<file path="config.mk">
export PLATFORM = sky130hd
export DESIGN_NAME = mario_vertical_motion
export DESIGN_NICKNAME = d
export VERILOG_FILES = /design/src/rtl/mario_vertical_motion.sv
export SDC_FILE = /design/constraint.sdc
export NUM_CORES = 1
export LEC_CHECK = 0
export CORE_UTILIZATION = 49
export DETAILED_ROUTE_END_ITERATION = 10
export PLACE_DENSITY_LB_ADDON = 0.25
export RECOVER_POWER = 25
export SLEW_MARGIN = 20
export SYNTH_ARGS = -nofsm -noshare
export SYNTH_HDL_FRONTEND = slang
export SYNTH_SLANG_ARGS = --single-unit
</file>
<file path="constraint.sdc">
create_clock -name Clk -period 5.9 [get_ports Clk]
set_clock_uncertainty 0.2 [all_clocks]
set_input_delay 1.475 -clock Clk [delete_from_list [all_inputs] [get_ports Clk]]
set_output_delay 1.475 -clock Clk [all_outputs]
set_load 0.005 [all_outputs]
</file>
<file path="src/rtl/mario_vertical_motion.sv">
// rtl/mario_vertical_motion.sv - frame-ticked vertical physics for Mario (jump, gravity, landing, ceiling)
module mario_vertical_motion #(
    parameter logic [12:0] Y_START     = 13'd384,
    parameter int          JUMP_VEL    = 12,
    parameter int          GRAVITY     = 1,
    parameter int          GRAVITY_DIV = 1,
    parameter int          MAX_FALL    = 8,
    parameter logic [12:0] Y_MIN       = 13'd0
) (
    input  logic        Clk,
    input  logic        Reset,
    input  logic        frame_clk,
    input  logic        jump_key,
    input  logic        is_in_air,
    input  logic [12:0] level,
    output logic [12:0] Mario_Y_Pos,
    output logic [12:0] Mario_Y_Motion,
    output logic        airborne,
    output logic        jump_pulse
);

    typedef enum logic [1:0] {
        GROUND = 2'd0,
        RISE   = 2'd1,
        FALL   = 2'd2
    } state_t;

    // Motion constants held as 13-bit two's complement so they add directly to the speed register.
    localparam logic signed [12:0] JUMP_MOT  = 13'(-JUMP_VEL);
    localparam logic signed [12:0] GRAV_MOT  = 13'(GRAVITY);
    localparam logic signed [12:0] MAXF_MOT  = 13'(MAX_FALL);
    localparam logic        [7:0]  GDIV_LAST = 8'(GRAVITY_DIV - 1);
    localparam logic signed [13:0] Y_MIN_S   = {1'b0, Y_MIN};

    // frame_clk is asynchronous to Clk: two synchroniser flops, then an edge-history flop.
    logic        sync1_q, sync1_d;
    logic        sync2_q, sync2_d;
    logic        edge_q,  edge_d;

    state_t             state_q, state_d;
    logic        [12:0] pos_q, pos_d;
    logic signed [12:0] mot_q, mot_d;
    logic        [7:0]  grav_cnt_q, grav_cnt_d;
    logic               jump_armed_q, jump_armed_d;
    logic               airborne_q, airborne_d;
    logic               jump_pulse_q, jump_pulse_d;

    logic               tick;
    logic signed [13:0] pos_step;
    logic               grav_hit;
    logic signed [12:0] mot_grav;
    logic        [7:0]  cnt_grav;

    // Next-state physics: everything moves only in the single tick cycle after a frame edge.
    always_comb begin
        sync1_d      = frame_clk;
        sync2_d      = sync1_q;
        edge_d       = sync2_q;
        tick         = sync2_q & ~edge_q;

        state_d      = state_q;
        pos_d        = pos_q;
        mot_d        = mot_q;
        grav_cnt_d   = grav_cnt_q;
        jump_armed_d = jump_armed_q;
        jump_pulse_d = 1'b0;

        // Position is widened to 14-bit signed so an upward move past row 0 shows as negative.
        pos_step = $signed({1'b0, pos_q}) + $signed({mot_q[12], mot_q});
        grav_hit = (grav_cnt_q == GDIV_LAST);
        mot_grav = grav_hit ? (mot_q + GRAV_MOT) : mot_q;
        cnt_grav = grav_hit ? 8'd0 : (grav_cnt_q + 8'd1);

        if (tick) begin
            if (!jump_key) begin
                jump_armed_d = 1'b1;
            end
            case (state_q)
                GROUND: begin
                    grav_cnt_d = 8'd0;
                    if (jump_key && jump_armed_q) begin
                        mot_d        = JUMP_MOT;
                        jump_pulse_d = 1'b1;
                        jump_armed_d = 1'b0;
                        state_d      = RISE;
                    end else if (is_in_air) begin
                        mot_d   = GRAV_MOT;
                        state_d = FALL;
                    end else begin
                        pos_d = level;
                        mot_d = 13'sd0;
                    end
                end
                RISE: begin
                    // Ground verdict is ignored while rising so platforms are passed through from below.
                    pos_d      = pos_step[12:0];
                    mot_d      = mot_grav;
                    grav_cnt_d = cnt_grav;
                    if (pos_step < Y_MIN_S) begin
                        pos_d   = Y_MIN;
                        mot_d   = 13'sd0;
                        state_d = FALL;
                    end else if (!mot_grav[12]) begin
                        state_d = FALL;
                    end
                end
                FALL: begin
                    if (!is_in_air) begin
                        pos_d      = level;
                        mot_d      = 13'sd0;
                        grav_cnt_d = 8'd0;
                        state_d    = GROUND;
                    end else begin
                        pos_d      = pos_step[12:0];
                        grav_cnt_d = cnt_grav;
                        mot_d      = (mot_grav > MAXF_MOT) ? MAXF_MOT : mot_grav;
                    end
                end
                default: begin
                    state_d    = GROUND;
                    grav_cnt_d = 8'd0;
                end
            endcase
        end

        airborne_d = (state_d != GROUND);
    end

    // Single register bank for the FSM, physics state and registered outputs.
    always_ff @(posedge Clk) begin
        if (!Reset) begin
            sync1_q      <= 1'b0;
            sync2_q      <= 1'b0;
            edge_q       <= 1'b0;
            state_q      <= GROUND;
            pos_q        <= Y_START;
            mot_q        <= 13'sd0;
            grav_cnt_q   <= 8'd0;
            jump_armed_q <= 1'b1;
            airborne_q   <= 1'b0;
            jump_pulse_q <= 1'b0;
        end else begin
            sync1_q      <= sync1_d;
            sync2_q      <= sync2_d;
            edge_q       <= edge_d;
            state_q      <= state_d;
            pos_q        <= pos_d;
            mot_q        <= mot_d;
            grav_cnt_q   <= grav_cnt_d;
            jump_armed_q <= jump_armed_d;
            airborne_q   <= airborne_d;
            jump_pulse_q <= jump_pulse_d;
        end
    end

    assign Mario_Y_Pos    = pos_q;
    assign Mario_Y_Motion = mot_q;
    assign airborne       = airborne_q;
    assign jump_pulse     = jump_pulse_q;

endmodule

</file>
---- Word level (Yosys, flattened, before mapping) ----
Cells that the tools add are included.
storage, ports and cells
  flip-flop bits (word level) ............. 42
  bits in latches ......................... 0
  RAM bits ................................ 0
  ROM bits ................................ 0
  memories kept ........................... 0
cells by class
  $add $sub $neg .......................... 3
  multiply operators ...................... 0
  div/mod/pow operators ................... 0
  magnitude comparators ................... 2
  equal/unequal tests ..................... 4
  shifts and indexed selects .............. 0
  multiplexer cells ....................... 26
  bitwise gates (word level) .............. 2
  reductions and logical operators ........ 8
operators with widths
  cell                                                         count
  two-way mux 13 bit                                           9
  one-hot mux 13 bit (3 select lines)                          2
  two-way mux 8 bit                                            2
  one-hot mux 8 bit (2 select lines)                           1
  adder 14 x 13 -> 14 bit                                      1
  less-than comparator 14 x 1 -> 1 bit, second input constant  1
  adder 13 x 2 -> 13 bit, second input constant                1
  > comparator 13 x 5 -> 1 bit, second input constant          1
  two-way mux 2 bit                                            6
  adder 8 x 1 -> 8 bit, second input constant                  1
  logical NOT 8 bit                                            1
  one-hot mux 2 bit (3 select lines)                           1
  two-way mux 1 bit                                            5
  != test 2 bit, second input constant                         2
  AND reduction 4 bit                                          1
  AND reduction 3 bit                                          1
  nonzero test 3 bit                                           1
  equality test 2 x 1 -> 1 bit, second input constant          1
  equality test 2 bit, second input constant                   1
  logical NOT 2 bit                                            1
  AND reduction 2 bit                                          1
  nonzero test 2 bit                                           1
  bitwise AND 1 bit                                            1
  logical AND 1 bit                                            1
  inverter 1 bit                                               1

---- Longest topological paths before layout ----
Gate-level depths: netlist (run 1).
  word-level depth ........................ 7
  mapped depth ............................ 11

---- Worst setup path after synthesis (run 1) ----
OpenSTA, ideal clock, no wires.
  path kind ............................... register to register
  start point ............................. register mot_q[1] (netlist: Mario_Y_Motion[1])
  end point ............................... register pos_q[9] (netlist: Mario_Y_Pos[9])
  library setup time ...................... 0.123 ns
  arrival ................................. 2.815 ns
  slack ................................... 2.762 ns
  stages on the path, launching flop included .. 11
  path through ............................ dfxtp_1 > ha_1 > a21o_1 > a221oi_1 > o21ai_0 > o22a_2 > mux2i_1 > a21oi_1 > clkbuf_1 > a221oi_1 > nor2_1
between the ends
  longest elaborated chain between the ends .. 4
  elaborated cells on any way between the ends .. 5
RTL lines
  element                                  line  RTL
  start, declared                          42    logic signed [12:0] mot_q, mot_d;
  start signal, assigned                   148   mot_q <= mot_d;
  adder 14 x 13 -> 14 bit (*)              69    pos_step = $signed({1'b0, pos_q}) + $signed({mot_q[12], mot_q});
  less-than comparator 14 x 1 -> 1 bit     99    if (pos_step < Y_MIN_S) begin
  two-way mux 13 bit                       99
  one-hot mux 13 bit (3 select lines) (*)  78    case (state_q)
  end signal, assigned                     147   pos_q <= pos_d;
  end, declared                            41    logic [12:0] pos_q, pos_d;
Every way passes the cells marked *; elsewhere a longest branch is shown, timed or not.
A chain may end at the register's enable or synchronous reset.

---- Worst setup path in the final report (run 1) ----
  start point ............................. register mot_q[3] (netlist: Mario_Y_Motion[3])
  end point ............................... register pos_q[7] (netlist: Mario_Y_Pos[7])
The elaborated chain is that of the path after synthesis.

==> results of run 1 <==
-- state kept, by name, indices dropped and copies added (netlist names) --
register and count:
grav_cnt_q 8, edge_d 1, state_q 2, jump_pulse 1
edge_q 1, Mario_Y_Motion 13, sync1_q 1, Mario_Y_Pos 13
airborne 1, jump_armed_q 1
-- power breakdown --
| part | internal [mW] | switching, mW |
|---|---|---|
| registers | 0.291 | 0.0119 |
| logic | 0.0446 | 0.0566 |
| clock network | 0.181 | 0.108 |
| total | 0.516 | 0.177 |
-- cells by family after synthesis --
kind of cell | share of synthesized area
compound gates | 0.268
xor+xnor | 0.0558
fa+ha+maj | 0.0860
buf+inv | 0.0569
flops | 0.268
mux | 0.0163
simple gates | 0.249
-- cells in the mapped netlist (all sizes together) (4+ instances only) --
library cell and instances:
o21a 5, inv 16, a21oi 28, nor2 32, dfxtp 42, nand3 11, and3 12, a31oi 9
buf 4, nand4 5, xor2 10, and2 8, o21ai 37, mux2i 4, nand2 31, xnor2 10
nor3 12, or4 5, nor4 7, a21o 6, a221oi 13, clkbuf 16, ha 20
-- worst register-to-register path, stage by stage (launching register included) --
cell and delay [ns]:
sky130_fd_sc_hd__dfxtp_1 0.62, sky130_fd_sc_hd__ha_1 0.37, sky130_fd_sc_hd__a21o_1 0.20, sky130_fd_sc_hd__a221oi_1 0.40
sky130_fd_sc_hd__o21ai_0 0.25, sky130_fd_sc_hd__o22a_2 0.28, sky130_fd_sc_hd__mux2i_1 0.57, sky130_fd_sc_hd__a21oi_2 0.35
sky130_fd_sc_hd__a221oi_1 0.35, sky130_fd_sc_hd__o21ai_0 0.13
-- layout make-up --
cell class	instances	share of cell area
timing repair buffer	45	0.121
clock inverter	2	0.0161
sequential	42	0.226
tap	75	0.0252
multi-input combinational	316	0.571
inverter	18	0.0182
clock buffer	6	0.0222
-- worst max-delay path by stage --
stage,start,to,cells past startpoint
floorplan,Mario_Y_Motion[1]$_SDFFE_PN0P_,Mario_Y_Pos[9]$_SDFFE_PN0P_,10
global placement,Mario_Y_Motion[3]$_SDFFE_PN0P_,Mario_Y_Pos[4]$_SDFFE_PN0P_,9
detailed placement,Mario_Y_Motion[3]$_SDFFE_PN0P_,Mario_Y_Pos[4]$_SDFFE_PN0P_,9
CTS,Mario_Y_Motion[3]$_SDFFE_PN0P_,Mario_Y_Pos[4]$_SDFFE_PN0P_,9
global route,Mario_Y_Motion[3]$_SDFFE_PN0P_,Mario_Y_Pos[7]$_SDFFE_PN1P_,9
finish,Mario_Y_Motion[3]$_SDFFE_PN0P_,Mario_Y_Pos[7]$_SDFFE_PN1P_,9
-- metal layers --
layer | track usage | vias to the layer above | routed length, µm | share of wire
met5 | 0 | - | 0 | 0
met4 | 0.0719 | 0 | 148 | 0.017
met3 | 0.0378 | 18 | 562 | 0.064
met2 | 0.416 | 128 | 3840 | 0.44
met1 | 0.390 | 1508 | 4170 | 0.48
li1 | - | 1546 | - | -
-- through the flow --
step / setup slack, ns / power (mW)
floorplan: 2.76 / 0.368
global placement: 2.04 / 0.407
detailed placement: 1.88 / 0.409
CTS: 1.85 / 0.697
global route: 1.82 / 0.719
finish: 2.02 / 0.693
==> flow_summary.html, run 1 <==
<table>
<tr><th>Metric</th><th>Value</th></tr>
<tr><th colspan="2">Power and ir drop</th></tr>
<tr><td>Worst voltage drop across the vdd grid</td><td>0.000187 V</td></tr>
<tr><td>Leakage power</td><td>1.52 nW</td></tr>
<tr><td>Power density over cell area</td><td>186 nW/µm²</td></tr>
<tr><th colspan="2">Global routing</th></tr>
<tr><td>Number of global-route vias before repair</td><td>2,776</td></tr>
<tr><td>All-layer global routing usage</td><td>0.270</td></tr>
<tr><td>Initial antenna violation count</td><td>0</td></tr>
<tr><td>Maximum number of pins on one net before global-route repair</td><td>22</td></tr>
<tr><td>Overflow left after global routing</td><td>0</td></tr>
<tr><td>First-pass GRT wire length</td><td>13.9 mm</td></tr>
<tr><th colspan="2">STA</th></tr>
<tr><td>Min Tclk post-route</td><td>3.88 ns</td></tr>
<tr><td>Post-route fraction of the period consumed by the critical path</td><td>0.657</td></tr>
<tr><td>Maximum clock frequency</td><td>0.258 GHz</td></tr>
<tr><td>RSZ-0062 raised after global routing</td><td>no</td></tr>
<tr><td>Worst Max-Slew Pin Slew</td><td>0.833 ns</td></tr>
<tr><td>Final total negative setup slack</td><td>0 ns</td></tr>
<tr><td>Relative slew slack</td><td>0.443</td></tr>
<tr><td>Worst Hold Margin</td><td>0.254 ns</td></tr>
<tr><td>Final-report hold violation count</td><td>0</td></tr>
<tr><td>Number of pins with negative max-slew slack in the final report</td><td>0</td></tr>
<tr><td>Number of endpoints failing setup at the final stage</td><td>0</td></tr>
<tr><th colspan="2">Synthesis</th></tr>
<tr><td>Synth top area cells</td><td>sky130_fd_sc_hd__dfxtp_1 (27%), sky130_fd_sc_hd__ha_1 (8.0%), sky130_fd_sc_hd__o21ai_0 (5.7%)</td></tr>
<tr><td>Number of distinct library cells after synthesis</td><td>72</td></tr>
<tr><td>Commonest register cell after synthesis</td><td>sky130_fd_sc_hd__dfxtp_1</td></tr>
<tr><td>Library cell occupying the most area in the post-synthesis netlist</td><td>sky130_fd_sc_hd__dfxtp_1</td></tr>
<tr><td>Total number of yosys warnings</td><td>0</td></tr>
<tr><td>Yosys top cell area share</td><td>0.268</td></tr>
<tr><td>Cell area after technology mapping</td><td>3140 µm²</td></tr>
<tr><td>Synthesized net count</td><td>435</td></tr>
<tr><td>Portion of the post-synthesis area used by sequential elements</td><td>0.268</td></tr>
<tr><td>Synthesized instance count</td><td>396</td></tr>
<tr><td>FFs w/ async S/R, synth</td><td>0</td></tr>
<tr><td>Mean instance size in the synthesized netlist</td><td>7.93 µm²</td></tr>
<tr><td>Seq cells post-synth</td><td>42</td></tr>
<tr><td>Number of flops mapped to enable cells by yosys</td><td>0</td></tr>
<tr><th colspan="2">Die</th></tr>
<tr><td>Initial cell density of the core</td><td>0.518</td></tr>
<tr><td>Number of placed I/O pins</td><td>46</td></tr>
<tr><td>Area inside the core boundary</td><td>6060 µm²</td></tr>
<tr><td>Cell row count</td><td>28</td></tr>
<tr><td>Die Area</td><td>6740 µm²</td></tr>
<tr><td>Chip Height</td><td>82.1 µm</td></tr>
<tr><td>Die span in x</td><td>82.1 µm</td></tr>
<tr><th colspan="2">Clock network</th></tr>
<tr><td>Clock latency at the later pin of the worst-skew pair</td><td>0.30 ns</td></tr>
<tr><td>H-tree depth</td><td>2</td></tr>
<tr><td>Clock transition at path regs</td><td>0.09 ns</td></tr>
<tr><td>CTS Sinks</td><td>42</td></tr>
<tr><td>Clock tree from TritonCTS</td><td>yes</td></tr>
<tr><td>Post-cts hold buffer count</td><td>0</td></tr>
<tr><td>Post-cts gate resize count</td><td>0</td></tr>
<tr><td>Total setup buffers inserted after CTS</td><td>0</td></tr>
<tr><td>CTS buffer count</td><td>5</td></tr>
<tr><td>Maximum root-to-sink buffer count</td><td>2</td></tr>
<tr><td>Root buffer cell</td><td>sky130_fd_sc_hd__clkbuf_8</td></tr>
<tr><th colspan="2">Placed design</th></tr>
<tr><td>Routability congestion estimate</td><td>0.904</td></tr>
<tr><td>Number of cells after detailed placement</td><td>496</td></tr>
<tr><td>Detailed-placement wirelength estimate</td><td>6.16 mm</td></tr>
<tr><td>Port Buffers</td><td>45</td></tr>
<tr><td>Area after DPL</td><td>3570 µm²</td></tr>
<tr><th colspan="2">Setup path</th></tr>
<tr><td>Number of buffer and inverter stages on the critical path</td><td>0</td></tr>
<tr><td>Worst endpoint required time</td><td>5.85 ns</td></tr>
<tr><td>Max incr delay on CP</td><td>0.62 ns</td></tr>
<tr><td>Critical path class</td><td>register to register</td></tr>
<tr><td>Reg2Reg Capture Point</td><td>Mario_Y_Pos[7]$_SDFFE_PN1P_</td></tr>
<tr><td>Critical Path Start Type</td><td>register</td></tr>
<tr><td>Cell depth of the worst flop-to-flop path</td><td>9</td></tr>
<tr><td>Setup slack on the worst flop-to-flop path</td><td>2.02 ns</td></tr>
<tr><td>Endpoint kind of the worst setup timing path</td><td>register</td></tr>
<tr><td>Delay-heaviest family, CP</td><td>compound AO/OA/AOI/OAI gates</td></tr>
<tr><td>Worst R2R Start</td><td>Mario_Y_Motion[3]$_SDFFE_PN0P_</td></tr>
<tr><td>Arr. time, crit path</td><td>3.82 ns</td></tr>
<tr><td>Critical-path cell list</td><td>ha_1 &gt; a21o_1 &gt; a221oi_1 &gt; o21ai_0 &gt; o22a_2 &gt; mux2i_1 &gt; a21oi_2 &gt; a221oi_1 &gt; o21ai_0</td></tr>
<tr><td>Critical Path Fanout Max</td><td>14</td></tr>
<tr><td>Slowest library cell on the worst path</td><td>sky130_fd_sc_hd__dfxtp_1</td></tr>
<tr><th colspan="2">Worst hold path</th></tr>
<tr><td>Class of the tightest hold or removal check</td><td>register to register</td></tr>
<tr><td>Depth of the worst hold-timing path</td><td>1</td></tr>
<tr><td>Hold EP</td><td>edge_d$_SDFF_PN0_</td></tr>
<tr><td>Startpoint of the lowest-slack hold path</td><td>sync1_q$_SDFF_PN0_</td></tr>
<tr><th colspan="2">Final layout</th></tr>
<tr><td>Combined flip-flop and latch cell area</td><td>841 µm²</td></tr>
<tr><td>Number of filler instances in the final layout</td><td>553</td></tr>
<tr><td>Util after Layout</td><td>0.614</td></tr>
<tr><td>Area of combinational cells with multiple inputs</td><td>2130 µm²</td></tr>
<tr><td>Signed area change from the synthesized netlist to the final layout</td><td>18.4%</td></tr>
<tr><td>Cell area after layout</td><td>3720 µm²</td></tr>
<tr><td>Number of nets in the final layout</td><td>467</td></tr>
<tr><td>Share of post-route cells with drive strength above 1</td><td>0.0746</td></tr>
<tr><td>Commonest non-fill, non-tap cells in the layout</td><td>sky130_fd_sc_hd__dfxtp_1 (42), sky130_fd_sc_hd__o21ai_0 (36), sky130_fd_sc_hd__nor2_1 (32)</td></tr>
<tr><td>Leading cell type in the layout, fill and taps excluded</td><td>sky130_fd_sc_hd__dfxtp_1</td></tr>
<tr><td>Final std cells w/o fill</td><td>504</td></tr>
<tr><td>Number of antenna repair diodes</td><td>0</td></tr>
<tr><th colspan="2">Routing</th></tr>
<tr><td>WL/cell</td><td>17.3 µm</td></tr>
<tr><td>DRC violation count after routing</td><td>0</td></tr>
<tr><td>First-pass iteration count of the detailed router</td><td>4</td></tr>
<tr><td>Remaining number of nets flagged by the antenna check after routing</td><td>0</td></tr>
<tr><td>Via-per-instance ratio</td><td>6.35</td></tr>
<tr><td>Vias</td><td>3,200</td></tr>
<tr><td>Total length of routed wires</td><td>8.72 mm</td></tr>
<tr><td>Violation count after the first detailed-route iteration</td><td>188</td></tr>
<tr><th colspan="2">Status</th></tr>
<tr><td>Outcome</td><td>finished clean</td></tr>
<tr><th colspan="2">Flow run</th></tr>
<tr><td>Max cap viols</td><td>0</td></tr>
</table>
Note: power is estimated with default switching activity, not from simulation.
==> run 2: changes to the inputs <==
Clock period 5.9 ns to 3.4 ns, I/O delays scaled along.
==> run 2 against run 1 <==
Net effect: sequential share of layout area decreased by 0.97 points; sequential cell count unchanged; clock-buffer cell count decreased by 1; combinational power increased by 90%; cell count increased by 4.6%; sequential power increased by 72%; hold slack got worse by 0.0030 ns; via count increased by 1.5%; first-iteration DRC count increased by 39%; critical endpoint is now Mario_Y_Motion[6]$_SDFFE_PN0P_; largest power group unchanged.
==> flow_summary.html, run 2 (synthesis gave the netlist of run 1 again) <==
<table>
<tr><th>Metric</th><th>Value</th></tr>
<tr><th colspan="2">Clock network</th></tr>
<tr><td>Clock latency at the later pin of the worst-skew pair</td><td>0.31 ns (about the same)</td></tr>
<tr><td>Clock tree from TritonCTS</td><td>yes</td></tr>
<tr><td>H-tree depth</td><td>2 (unchanged)</td></tr>
<tr><td>CTS Sinks</td><td>42 (unchanged)</td></tr>
<tr><td>Maximum root-to-sink buffer count</td><td>2 (unchanged)</td></tr>
<tr><td>CTS buffer count</td><td>5 (unchanged)</td></tr>
<tr><td>Post-cts hold buffer count</td><td>0 (unchanged)</td></tr>
<tr><td>Root buffer cell</td><td>sky130_fd_sc_hd__clkbuf_8</td></tr>
<tr><td>Clock transition at path regs</td><td>0.09 ns (about the same)</td></tr>
<tr><th colspan="2">Die</th></tr>
<tr><td>Chip Height</td><td>82.1 µm (unchanged)</td></tr>
<tr><td>Die span in x</td><td>82.1 µm (unchanged)</td></tr>
<tr><td>Cell row count</td><td>28 (unchanged)</td></tr>
<tr><td>Area inside the core boundary</td><td>6060 µm² (unchanged)</td></tr>
<tr><td>Number of placed I/O pins</td><td>46 (unchanged)</td></tr>
<tr><td>Die Area</td><td>6740 µm² (unchanged)</td></tr>
<tr><td>Initial cell density of the core</td><td>0.518 (unchanged)</td></tr>
<tr><th colspan="2">STA</th></tr>
<tr><td>Min Tclk post-route</td><td>3.29 ns (-0.586 ns)</td></tr>
<tr><td>Relative slew slack</td><td>0.537 (+0.0942)</td></tr>
<tr><td>Final-report hold violation count</td><td>0 (unchanged)</td></tr>
<tr><td>Maximum clock frequency</td><td>0.304 GHz (+18%)</td></tr>
<tr><td>Number of endpoints failing setup at the final stage</td><td>0 (unchanged)</td></tr>
<tr><td>Worst Max-Slew Pin Slew</td><td>0.690 ns (-0.143 ns)</td></tr>
<tr><td>Post-route fraction of the period consumed by the critical path</td><td>0.967 (+0.311)</td></tr>
<tr><td>Number of pins with negative max-slew slack in the final report</td><td>0 (unchanged)</td></tr>
<tr><td>RSZ-0062 raised after global routing</td><td>no</td></tr>
<tr><td>Final total negative setup slack</td><td>0 ns (unchanged)</td></tr>
<tr><th colspan="2">Routing</th></tr>
<tr><td>WL/cell</td><td>16.7 µm (-3.4%)</td></tr>
<tr><td>DRC violation count after routing</td><td>0 (unchanged)</td></tr>
<tr><td>Remaining number of nets flagged by the antenna check after routing</td><td>0 (unchanged)</td></tr>
<tr><td>Violation count after the first detailed-route iteration</td><td>261 (+39%)</td></tr>
<tr><td>Total length of routed wires</td><td>8.80 mm (+0.99%)</td></tr>
<tr><td>First-pass iteration count of the detailed router</td><td>5 (+1)</td></tr>
<tr><td>Via-per-instance ratio</td><td>6.16 (-2.9%)</td></tr>
<tr><td>Vias</td><td>3,248 (+1.5%)</td></tr>
<tr><th colspan="2">Power and ir drop</th></tr>
<tr><td>Worst voltage drop across the vdd grid</td><td>0.000286 V (+53%)</td></tr>
<tr><td>Leakage power</td><td>1.61 nW (+5.8%)</td></tr>
<tr><td>Power density over cell area</td><td>308 nW/µm² (+65%)</td></tr>
<tr><th colspan="2">Final layout</th></tr>
<tr><td>Signed area change from the synthesized netlist to the final layout</td><td>24.1%</td></tr>
<tr><td>Share of post-route cells with drive strength above 1</td><td>0.128 (+0.0537)</td></tr>
<tr><td>Leading cell type in the layout, fill and taps excluded</td><td>sky130_fd_sc_hd__dfxtp_1</td></tr>
<tr><td>Number of filler instances in the final layout</td><td>529 (-4.3%)</td></tr>
<tr><td>Number of nets in the final layout</td><td>490 (+4.9%)</td></tr>
<tr><td>Util after Layout</td><td>0.643 (+0.0295)</td></tr>
<tr><td>Number of antenna repair diodes</td><td>0 (unchanged)</td></tr>
<tr><td>Commonest non-fill, non-tap cells in the layout</td><td>sky130_fd_sc_hd__dfxtp_1 (40), sky130_fd_sc_hd__o21ai_0 (36), sky130_fd_sc_hd__nor2_1 (32), sky130_fd_sc_hd__clkdlybuf4s50_1 (32), sky130_fd_sc_hd__nand2_1 (31)</td></tr>
<tr><th colspan="2">Setup path</th></tr>
<tr><td>Worst R2R Start</td><td>grav_cnt_q[0]$_SDFFE_PN0P_</td></tr>
<tr><td>Worst endpoint required time</td><td>3.42 ns (-2.43 ns)</td></tr>
<tr><td>Critical Path Fanout Max</td><td>6 (-8)</td></tr>
<tr><td>Critical Path Start Type</td><td>register</td></tr>
<tr><td>Critical path class</td><td>register to register</td></tr>
<tr><td>Worst setup startpoint</td><td>grav_cnt_q[0]$_SDFFE_PN0P_</td></tr>
<tr><td>Endpoint kind of the worst setup timing path</td><td>register</td></tr>
<tr><td>Arr. time, crit path</td><td>3.31 ns (-0.51 ns)</td></tr>
<tr><th colspan="2">Global routing</th></tr>
<tr><td>Routing usage on met2</td><td>0.432 (+0.0165)</td></tr>
<tr><td>Initial antenna violation count</td><td>0 (unchanged)</td></tr>
<tr><td>Met1 routing resource usage after global routing</td><td>0.394 (+0.00453)</td></tr>
<tr><td>All-layer global routing usage</td><td>0.283 (+0.0125)</td></tr>
<tr><td>First-pass GRT wire length</td><td>14.4 mm (+3.7%)</td></tr>
<tr><td>Met3 global-route usage</td><td>0.0500 (+0.0122)</td></tr>
<tr><td>Maximum number of pins on one net before global-route repair</td><td>21 (-4.5%)</td></tr>
<tr><td>Number of global-route vias before repair</td><td>2,844 (+2.4%)</td></tr>
<tr><td>Overflow left after global routing</td><td>0 (unchanged)</td></tr>
<tr><td>Most utilized layer in the global route result</td><td>met2</td></tr>
<tr><th colspan="2">Worst hold path</th></tr>
<tr><td>Class of the tightest hold or removal check</td><td>register to register</td></tr>
<tr><td>Startpoint of the lowest-slack hold path</td><td>sync1_q$_SDFF_PN0_</td></tr>
<tr><th colspan="2">Placed design</th></tr>
<tr><td>Port Buffers</td><td>45 (unchanged)</td></tr>
<tr><td>Detailed-placement wirelength estimate</td><td>6.46 mm (+4.9%)</td></tr>
<tr><td>Routability congestion estimate</td><td>0.962 (+6.4%)</td></tr>
<tr><th colspan="2">Flow run</th></tr>
<tr><td>Max cap viols</td><td>0 (unchanged)</td></tr>
<tr><th colspan="2">Status</th></tr>
<tr><td>Outcome</td><td>finished clean</td></tr>
</table>
run 2: cell count changes in the layout (fill, tap and decap cells not counted), sizes merged:
cell           delta
dlygate4sd3       -1
clkinv            +1
buf              +23
clkdlybuf4s50     +1
clkbuf            -1
run 2: per-stage QoR:
stage	cells	setup WS [ns]	cell area [µm²]	hold slack [ns]	power (mW)
2_1_floorplan	396	0.262	3140	0.212	0.639
3_3_place_gp	515	0.0884	3720	0.229	0.715
3_5_place_dp	515	0.00678	3720	0.240	0.717
4_1_cts	524	0.0884	3860	0.262	1.21
5_1_grt	527	0.000970	3900	0.315	1.25
6_report	527	0.111	3900	0.251	1.20
run 2: worst max-delay path, cell delays in order, from the launching register on:
cell                      delay, ns
sky130_fd_sc_hd__dfxtp_2       0.36
sky130_fd_sc_hd__inv_1         0.06
sky130_fd_sc_hd__ha_1          0.20
sky130_fd_sc_hd__nor4b_4       0.15
sky130_fd_sc_hd__and4b_2       0.24
sky130_fd_sc_hd__or4_2         0.53
sky130_fd_sc_hd__a221o_1       0.36
sky130_fd_sc_hd__o31ai_4       0.27
sky130_fd_sc_hd__a21oi_2       0.14
sky130_fd_sc_hd__or4_1         0.54
sky130_fd_sc_hd__a31oi_1       0.17
run 2: layout make-up:
| cell class | instances | area [µm²] | share of cell area |
|---|---|---|---|
| clock inverter | 3 | 68.8 | 0.0176 |
| inverter | 18 | 67.6 | 0.0173 |
| timing repair buffer | 68 | 623 | 0.160 |
| sequential | 42 | 843 | 0.216 |
| tap | 75 | 93.8 | 0.0241 |
| clock buffer | 5 | 68.8 | 0.0176 |
| multi-input combinational | 316 | 2130 | 0.547 |
run 2: power breakdown:
| group | total (mW) | switching [mW] | internal [mW] |
|---|---|---|---|
| combinational | 0.192 | 0.103 | 0.0893 |
| sequential | 0.522 | 0.0168 | 0.505 |
| clock | 0.488 | 0.193 | 0.294 |
run 2: final timing paths:
path | to | slack [ns] | cells after the start
worst max-delay path | Mario_Y_Motion[6]$_SDFFE_PN0P_ | 0.11 | 10
worst min-delay path | edge_d$_SDFF_PN0_ | 0.25 | 1
worst max register to register | Mario_Y_Motion[6]$_SDFFE_PN0P_ | 0.11 | 10
worst min register to register | edge_d$_SDFF_PN0_ | 0.25 | 1
run 2: what timing repair did:
action | CTS | global route
pin swaps | 1 | 1
setup endpoints to repair | 1 | 13
buffers inserted | 1 | 3
resized for setup | 0 | 4
run 2: layer usage:
metal	vias to the layer above	wire length [µm]
met5	-	0
met1	1513	4130
met2	133	3910
met3	13	611
li1	1589	-
met4	0	153
==> run 3: changes to the inputs <==
Settings changed: CTS_CLUSTER_DIAMETER set to 40.
==> results of run 3 <==
Same layout as run 2: the final DEF is identical, and so are final timing and power.
